## src/rtl/rd_hazard_tracker.sv

```systemverilog
// rd_hazard_tracker: follows destination registers issued from decode through
// EX, MEM and WB. It stalls decode on load-use hazards, produces registered
// forwarding selects aligned to the EX stage, publishes a busy mask of
// in-flight writes, and keeps a saturating count of stall cycles.
module rd_hazard_tracker #(
  parameter int REG_ADDR_W = 5,
  parameter int CNT_W      = 16
) (
  input  logic                        clk,
  input  logic                        rst_n,
  input  logic                        id_valid,
  input  logic [REG_ADDR_W-1:0]       id_rd,
  input  logic                        id_reg_write,
  input  logic                        id_mem_read,
  input  logic [REG_ADDR_W-1:0]       id_rs1,
  input  logic [REG_ADDR_W-1:0]       id_rs2,
  input  logic                        flush,
  output logic                        stall_out,
  output logic [1:0]                  fwd_rs1_sel,
  output logic [1:0]                  fwd_rs2_sel,
  output logic [(2**REG_ADDR_W)-1:0]  busy_mask,
  output logic [CNT_W-1:0]            stall_count
);

  // Forwarding select encoding for the EX-stage operand muxes.
  localparam logic [1:0] SEL_RF    = 2'b00;
  localparam logic [1:0] SEL_EXMEM = 2'b01;
  localparam logic [1:0] SEL_MEMWB = 2'b10;

  localparam logic [CNT_W-1:0] CNT_MAX = {CNT_W{1'b1}};

  // A tracked write: valid only for reg_write with rd != x0. The load flag
  // matters only while the producer sits in EX, so it is kept for EX alone.
  typedef struct packed {
    logic                  vld;
    logic [REG_ADDR_W-1:0] rd;
  } entry_t;

  entry_t           ex_q, ex_d;
  entry_t           mem_q;
  entry_t           wb_q;
  logic             ex_ld_q, ex_ld_d;
  logic [1:0]       fwd1_q, fwd1_d;
  logic [1:0]       fwd2_q, fwd2_d;
  logic [CNT_W-1:0] cnt_q, cnt_d;
  logic             live_id;
  logic             accept;

  // Select for one source operand of the instruction about to enter EX.
  // The producer now in EX will be in EX/MEM next cycle; the one in MEM will
  // be in MEM/WB. The youngest producer wins. A WB match reads through the
  // register file, so it needs no forwarding.
  function automatic logic [1:0] fwd_sel(
    input logic [REG_ADDR_W-1:0] rs,
    input entry_t                ex,
    input entry_t                mem
  );
    logic [1:0] sel;
    sel = SEL_RF;
    if (rs != '0) begin
      if (ex.vld && (ex.rd == rs)) begin
        sel = SEL_EXMEM;
      end else if (mem.vld && (mem.rd == rs)) begin
        sel = SEL_MEMWB;
      end
    end
    return sel;
  endfunction

  // Load-use detection and the accept decision for the ID instruction.
  // A flush squashes the ID instruction, so it overrides any hazard.
  always_comb begin
    live_id   = id_valid && !flush;
    stall_out = live_id && ex_q.vld && ex_ld_q &&
                ((ex_q.rd == id_rs1) || (ex_q.rd == id_rs2));
    accept    = live_id && !stall_out;
  end

  // Next EX entry and next forwarding selects; a non-accepted slot is a bubble.
  always_comb begin
    ex_d.vld = accept && id_reg_write && (id_rd != '0);
    ex_d.rd  = id_rd;
    ex_ld_d  = id_mem_read;
    fwd1_d   = SEL_RF;
    fwd2_d   = SEL_RF;
    if (accept) begin
      fwd1_d = fwd_sel(id_rs1, ex_q, mem_q);
      fwd2_d = fwd_sel(id_rs2, ex_q, mem_q);
    end
  end

  // Stall counter saturates at all-ones instead of wrapping.
  always_comb begin
    cnt_d = cnt_q;
    if (stall_out && (cnt_q != CNT_MAX)) begin
      cnt_d = cnt_q + 1'b1;
    end
  end

  // Pipeline tracking registers advance every cycle; reset empties them.
  always_ff @(posedge clk or negedge rst_n) begin
    if (!rst_n) begin
      ex_q    <= '0;
      ex_ld_q <= 1'b0;
      mem_q   <= '0;
      wb_q    <= '0;
      fwd1_q  <= SEL_RF;
      fwd2_q  <= SEL_RF;
      cnt_q   <= '0;
    end else begin
      ex_q    <= ex_d;
      ex_ld_q <= ex_ld_d;
      mem_q   <= ex_q;
      wb_q    <= mem_q;
      fwd1_q  <= fwd1_d;
      fwd2_q  <= fwd2_d;
      cnt_q   <= cnt_d;
    end
  end

  // Busy mask: one bit per register with a write still in flight.
  always_comb begin
    busy_mask = '0;
    if (ex_q.vld)  busy_mask[ex_q.rd]  = 1'b1;
    if (mem_q.vld) busy_mask[mem_q.rd] = 1'b1;
    if (wb_q.vld)  busy_mask[wb_q.rd]  = 1'b1;
    busy_mask[0] = 1'b0;
  end

  assign fwd_rs1_sel = fwd1_q;
  assign fwd_rs2_sel = fwd2_q;
  assign stall_count = cnt_q;

endmodule

```

## config.mk

```make
export PLATFORM = sky130hd
export DESIGN_NAME = rd_hazard_tracker
export DESIGN_NICKNAME = d
export VERILOG_FILES = /design/src/rtl/rd_hazard_tracker.sv
export SDC_FILE = /design/constraint.sdc
export NUM_CORES = 1
export LEC_CHECK = 0
export BUFFER_PORTS_ARGS = -buffer_cell sky130_fd_sc_hd__buf_2
export CAP_MARGIN = 40
export CORE_MARGIN = 5
export CORE_UTILIZATION = 35
export DETAILED_ROUTE_END_ITERATION = 8
export GPL_ROUTABILITY_DRIVEN = 0
export PLACE_DENSITY = 0.69
export SLEW_MARGIN = 15
export SYNTH_ARGS = -nofsm -noshare
export SYNTH_HDL_FRONTEND = slang
export SYNTH_SLANG_ARGS = --single-unit
```

## constraint.sdc

```tcl
create_clock -name clk -period 3.5 [get_ports clk]
set_input_delay 0.35 -clock clk [delete_from_list [all_inputs] [get_ports clk]]
set_output_delay 0.35 -clock clk [all_outputs]
set_load 0.03 [all_outputs]
```

==> run summary <==
* drt pass-1 iters: 6
* Setup violations, final: 0
* Sw Share: 26.7%
* run status: finished, final reports clean
* count of final hold-check violations: 0
* critical path data arrival time: 2.14 ns
* drt first-iter violations: 160
* launch instance of the worst register-to-register path: ex_q[4]$_DFF_PN0_
* Core Region: 0.00725 sq mm
* hold path startpoint: id_mem_read
* areal power density over the cells: 282 mW/mm^2
* post-synth cell types: 39
* input/output buffers: 72
* level count of the clock H-tree: 2
* fraction of the yosys area taken by sequential cells: 37.4%
* net count of the finished layout: 383
* type of element capturing the critical path: output pin
* Synth Instances: 292
* number of max-capacitance violations reported: 0
* register-to-register path setup slack: 1.25 ns
* DIE HEIGHT: 96.3 microns
* clock root buffer: sky130_fd_sc_hd__clkbuf_8
* critical path's top delay family: compound AO/OA/AOI/OAI gates
* TritonCTS Buffers: 5
* DRC violation count after routing: 0
* total placed cells including tap cells: 451
* critical register-to-register path endpoint: stall_count[1]$_DFFE_PN0P_
* CTS tree: yes
* number of global-route vias before repair: 2386
* final core occ: 43.1%
* Post-synth EDFFs: 0
* layout cell share with drive strength beyond 1: 27.1%
* Buf/Inv on CP: 1
* clk sink count: 39
* unrepaired setup endpoints after global routing: no
* Post-Synthesis Net Count: 314
* count of nets left with antenna violations after detail routing: 0
* maximum clock frequency: 0.401 GHz
* Worst-Margin Slew: 1.06 ns
* Fin Setup TNS: 0 ns
* Overall Power: 882 uW
* Internal Dissipation: 647 uW
* predominant post-synthesis flop cell: sky130_fd_sc_hd__dfrtp_1
* average cell area after synthesis: 8.93 sq um
* FILL cells: 738
* vias per inst: 5.28
* antenna violations before repair: 1
* Die ar.: 0.00927 sq mm
* required time at the endpoint of the critical path: 3.15 ns
* area growth from synthesis to layout: 19.9%
* Longest Clk Path Bufs: 2
* number of standard cells in the final layout excluding fillers: 461
* number of top-level design ports: 74
* P_leak: 0.00162 uW
* sw power: 236 uW
* initial standard-cell utilization of the core: 35.9%
* hold slack: 0.177 ns
* pins over their slew limit: 0
* first-pass GRT wire length: 12.0 mm
* antenna diode instance count: 0
* total global-route track usage: 16.3%
* summed instance area of the synthesized netlist: 0.00261 sq mm
* Period Utilization, post-route: 71.2%
* yosys warns: 0
* latest clock arrival within the worst-skew pair: 0.28 ns
* sequential fraction of design power: 55.1%
* combinational share of power: 12.7%
* Die W: 96.3 microns
* total of flip-flops plus latches after synthesis: 39
* vias after detailed routing: 2436
* Hold Path End: ex_ld_q$_DFF_PN0_
* placed wire-length estimate: 5.43 mm
* row cnt: 31
* relative contribution of the clock network to total power: 32.2%
* worst min path class: in -> reg
* Hold Crit Depth: 1
* post-layout minimum cycle time: 2.49 ns
* sequence of cells on the critical path: xnor2_2, nand3_2, o32ai_4, buf_2
* critical-path cell with the highest stage delay: sky130_fd_sc_hd__o32ai_4
* drt wl/cell: 15.5 microns
* ys async rst share: 100%
* crit path max fanout: 19
* drt total wl: 7.14 mm
* total gr overflow: 0
* worst relative slew slack: 29.2%
* pin count of the biggest net entering global routing: 40
* number of cells traversed by the worst register-to-register path: 5
* Clk pin slew, worst setup/hold paths: 0.07 ns
* critical path class: reg -> out
* Worst VDD drop: 0.195 mV
* Worst Clk Skew: 0.00768 ns
* critical path's largest stage delay: 0.68 ns
* CP startpoint kind: flip-flop
==> metrics by stage <==
step | setup WS (ns) | area [sq um]
2_1_floorplan | 1.54 | 2610
3_3_place_gp | 1.34 | 3000
3_5_place_dp | 1.26 | 3010
4_1_cts | 1.00 | 3100
5_1_grt | 0.847 | 3130
6_report | 1.01 | 3130
==> per-layer routing <==
layer / vias up / part of all wire, % / GRT usage, %
met4: 2 / 1.5 / 3.86
li1: 1168 / - / -
met3: 15 / 11 / 5.08
met2: 123 / 44 / 25.1
met1: 1128 / 43 / 22.5
met5: - / 0.13 / 0
==> cells in the final DEF (no fill, tap or decap), types with 8 or more instances in the layout <==
cell and n:
sky130_fd_sc_hd__nand2_1 74, sky130_fd_sc_hd__xnor2_1 21, sky130_fd_sc_hd__nand3_1 9, sky130_fd_sc_hd__and3_1 8, sky130_fd_sc_hd__nor3b_1 15, sky130_fd_sc_hd__xor2_1 10, sky130_fd_sc_hd__buf_2 74, sky130_fd_sc_hd__a22oi_1 29
sky130_fd_sc_hd__nor2_1 16, sky130_fd_sc_hd__dfrtp_1 39
==> state kept, by name, summed over array words and instances, names as in the netlist <==
signal	count
ex_q	6
mem_q	6
wb_q	6
fwd_rs2_sel	2
stall_count	16
ex_ld_q	1
fwd_rs1_sel	2
==> how the worst max path moves through the flow <==
stage	startpoint	to	slack, ns	depth (start not counted)
after floorplan	stall_count[0]$_DFFE_PN0P_	stall_count[6]$_DFFE_PN0P_	1.54	5
after global placement	ex_q[3]$_DFF_PN0_	stall_count[1]$_DFFE_PN0P_	1.34	5
after detailed placement	ex_q[4]$_DFF_PN0_	stall_count[1]$_DFFE_PN0P_	1.26	5
after CTS	ex_q[4]$_DFF_PN0_	stall_out	1.00	4
after global routing	ex_q[4]$_DFF_PN0_	stall_out	0.85	4
final	ex_q[4]$_DFF_PN0_	stall_out	1.01	4
==> power groups by stage <==
stage	logic [uW]	registers (uW)	clock network, uW
after floorplan	77.0	484	0
after global placement	106	494	0
after detailed placement	108	495	0
after CTS	109	486	293
after global routing	124	491	313
final	112	487	284
==> what timing repair did <==
action | CTS | global route
resized for setup | 0 | 0
setup buffers | 0 | 0
hold buffers | 0 | 1
hold endpoints to repair | 0 | 12
endpoints found under the setup margin | 0 | 0
==> cells in the mapped netlist (all sizes together), types with 2 or more instances <==
cell    count  share of area (%)
dfrtp      39                 37
nand4       7                2.4
or4         3               0.86
a22oi      29                8.4
buf         5                2.0
nor4        4                1.5
o21ai       2               0.38
and3        9                2.2
nor3        6                1.2
clkbuf      9                1.3
nand3b      2               0.58
xor2       10                3.4
inv         3               0.43
nand3      11                2.5
or2         2               0.48
nand2      74                 11
nor3b      15                4.3
mux2        2               0.86
nor2b       2               0.77
nor2       16                2.3
a222oi      2               0.77
xnor2      24                8.9
and3b       8                2.8
==> cell type report <==
type	count	area [sq um]	share of cell area (%)
multi-input cells	236	1530	49.0
flip-flops and latches	39	976	31.2
repair buffers	76	400	12.8
well taps	99	124	3.96
clock buffers	7	76.3	2.44
inverters	3	11.3	0.360
clock inverters	1	5.00	0.160
==> cell families (layout without fill, tap and decap cells) <==
group,count (synthesis),count (layout),synth area share (%)
simple gates,162,162,33.8
other cells,1,1,0.144
compound gates,36,36,11.2
flops,39,39,37.4
mux,2,2,0.864
buf+inv,17,87,3.74
xor+xnor,34,34,12.3
fa+ha+maj,1,1,0.480
==> worst reg2reg max path: stages (launching register included) <==
cell and delay (ns):
sky130_fd_sc_hd__dfrtp_1 0.57, sky130_fd_sc_hd__xnor2_2 0.16, sky130_fd_sc_hd__nand3_2 0.12, sky130_fd_sc_hd__o32ai_4 0.68, sky130_fd_sc_hd__nor2b_4 0.30, sky130_fd_sc_hd__mux2_1 0.32
(Power assumes the default switching activity.)
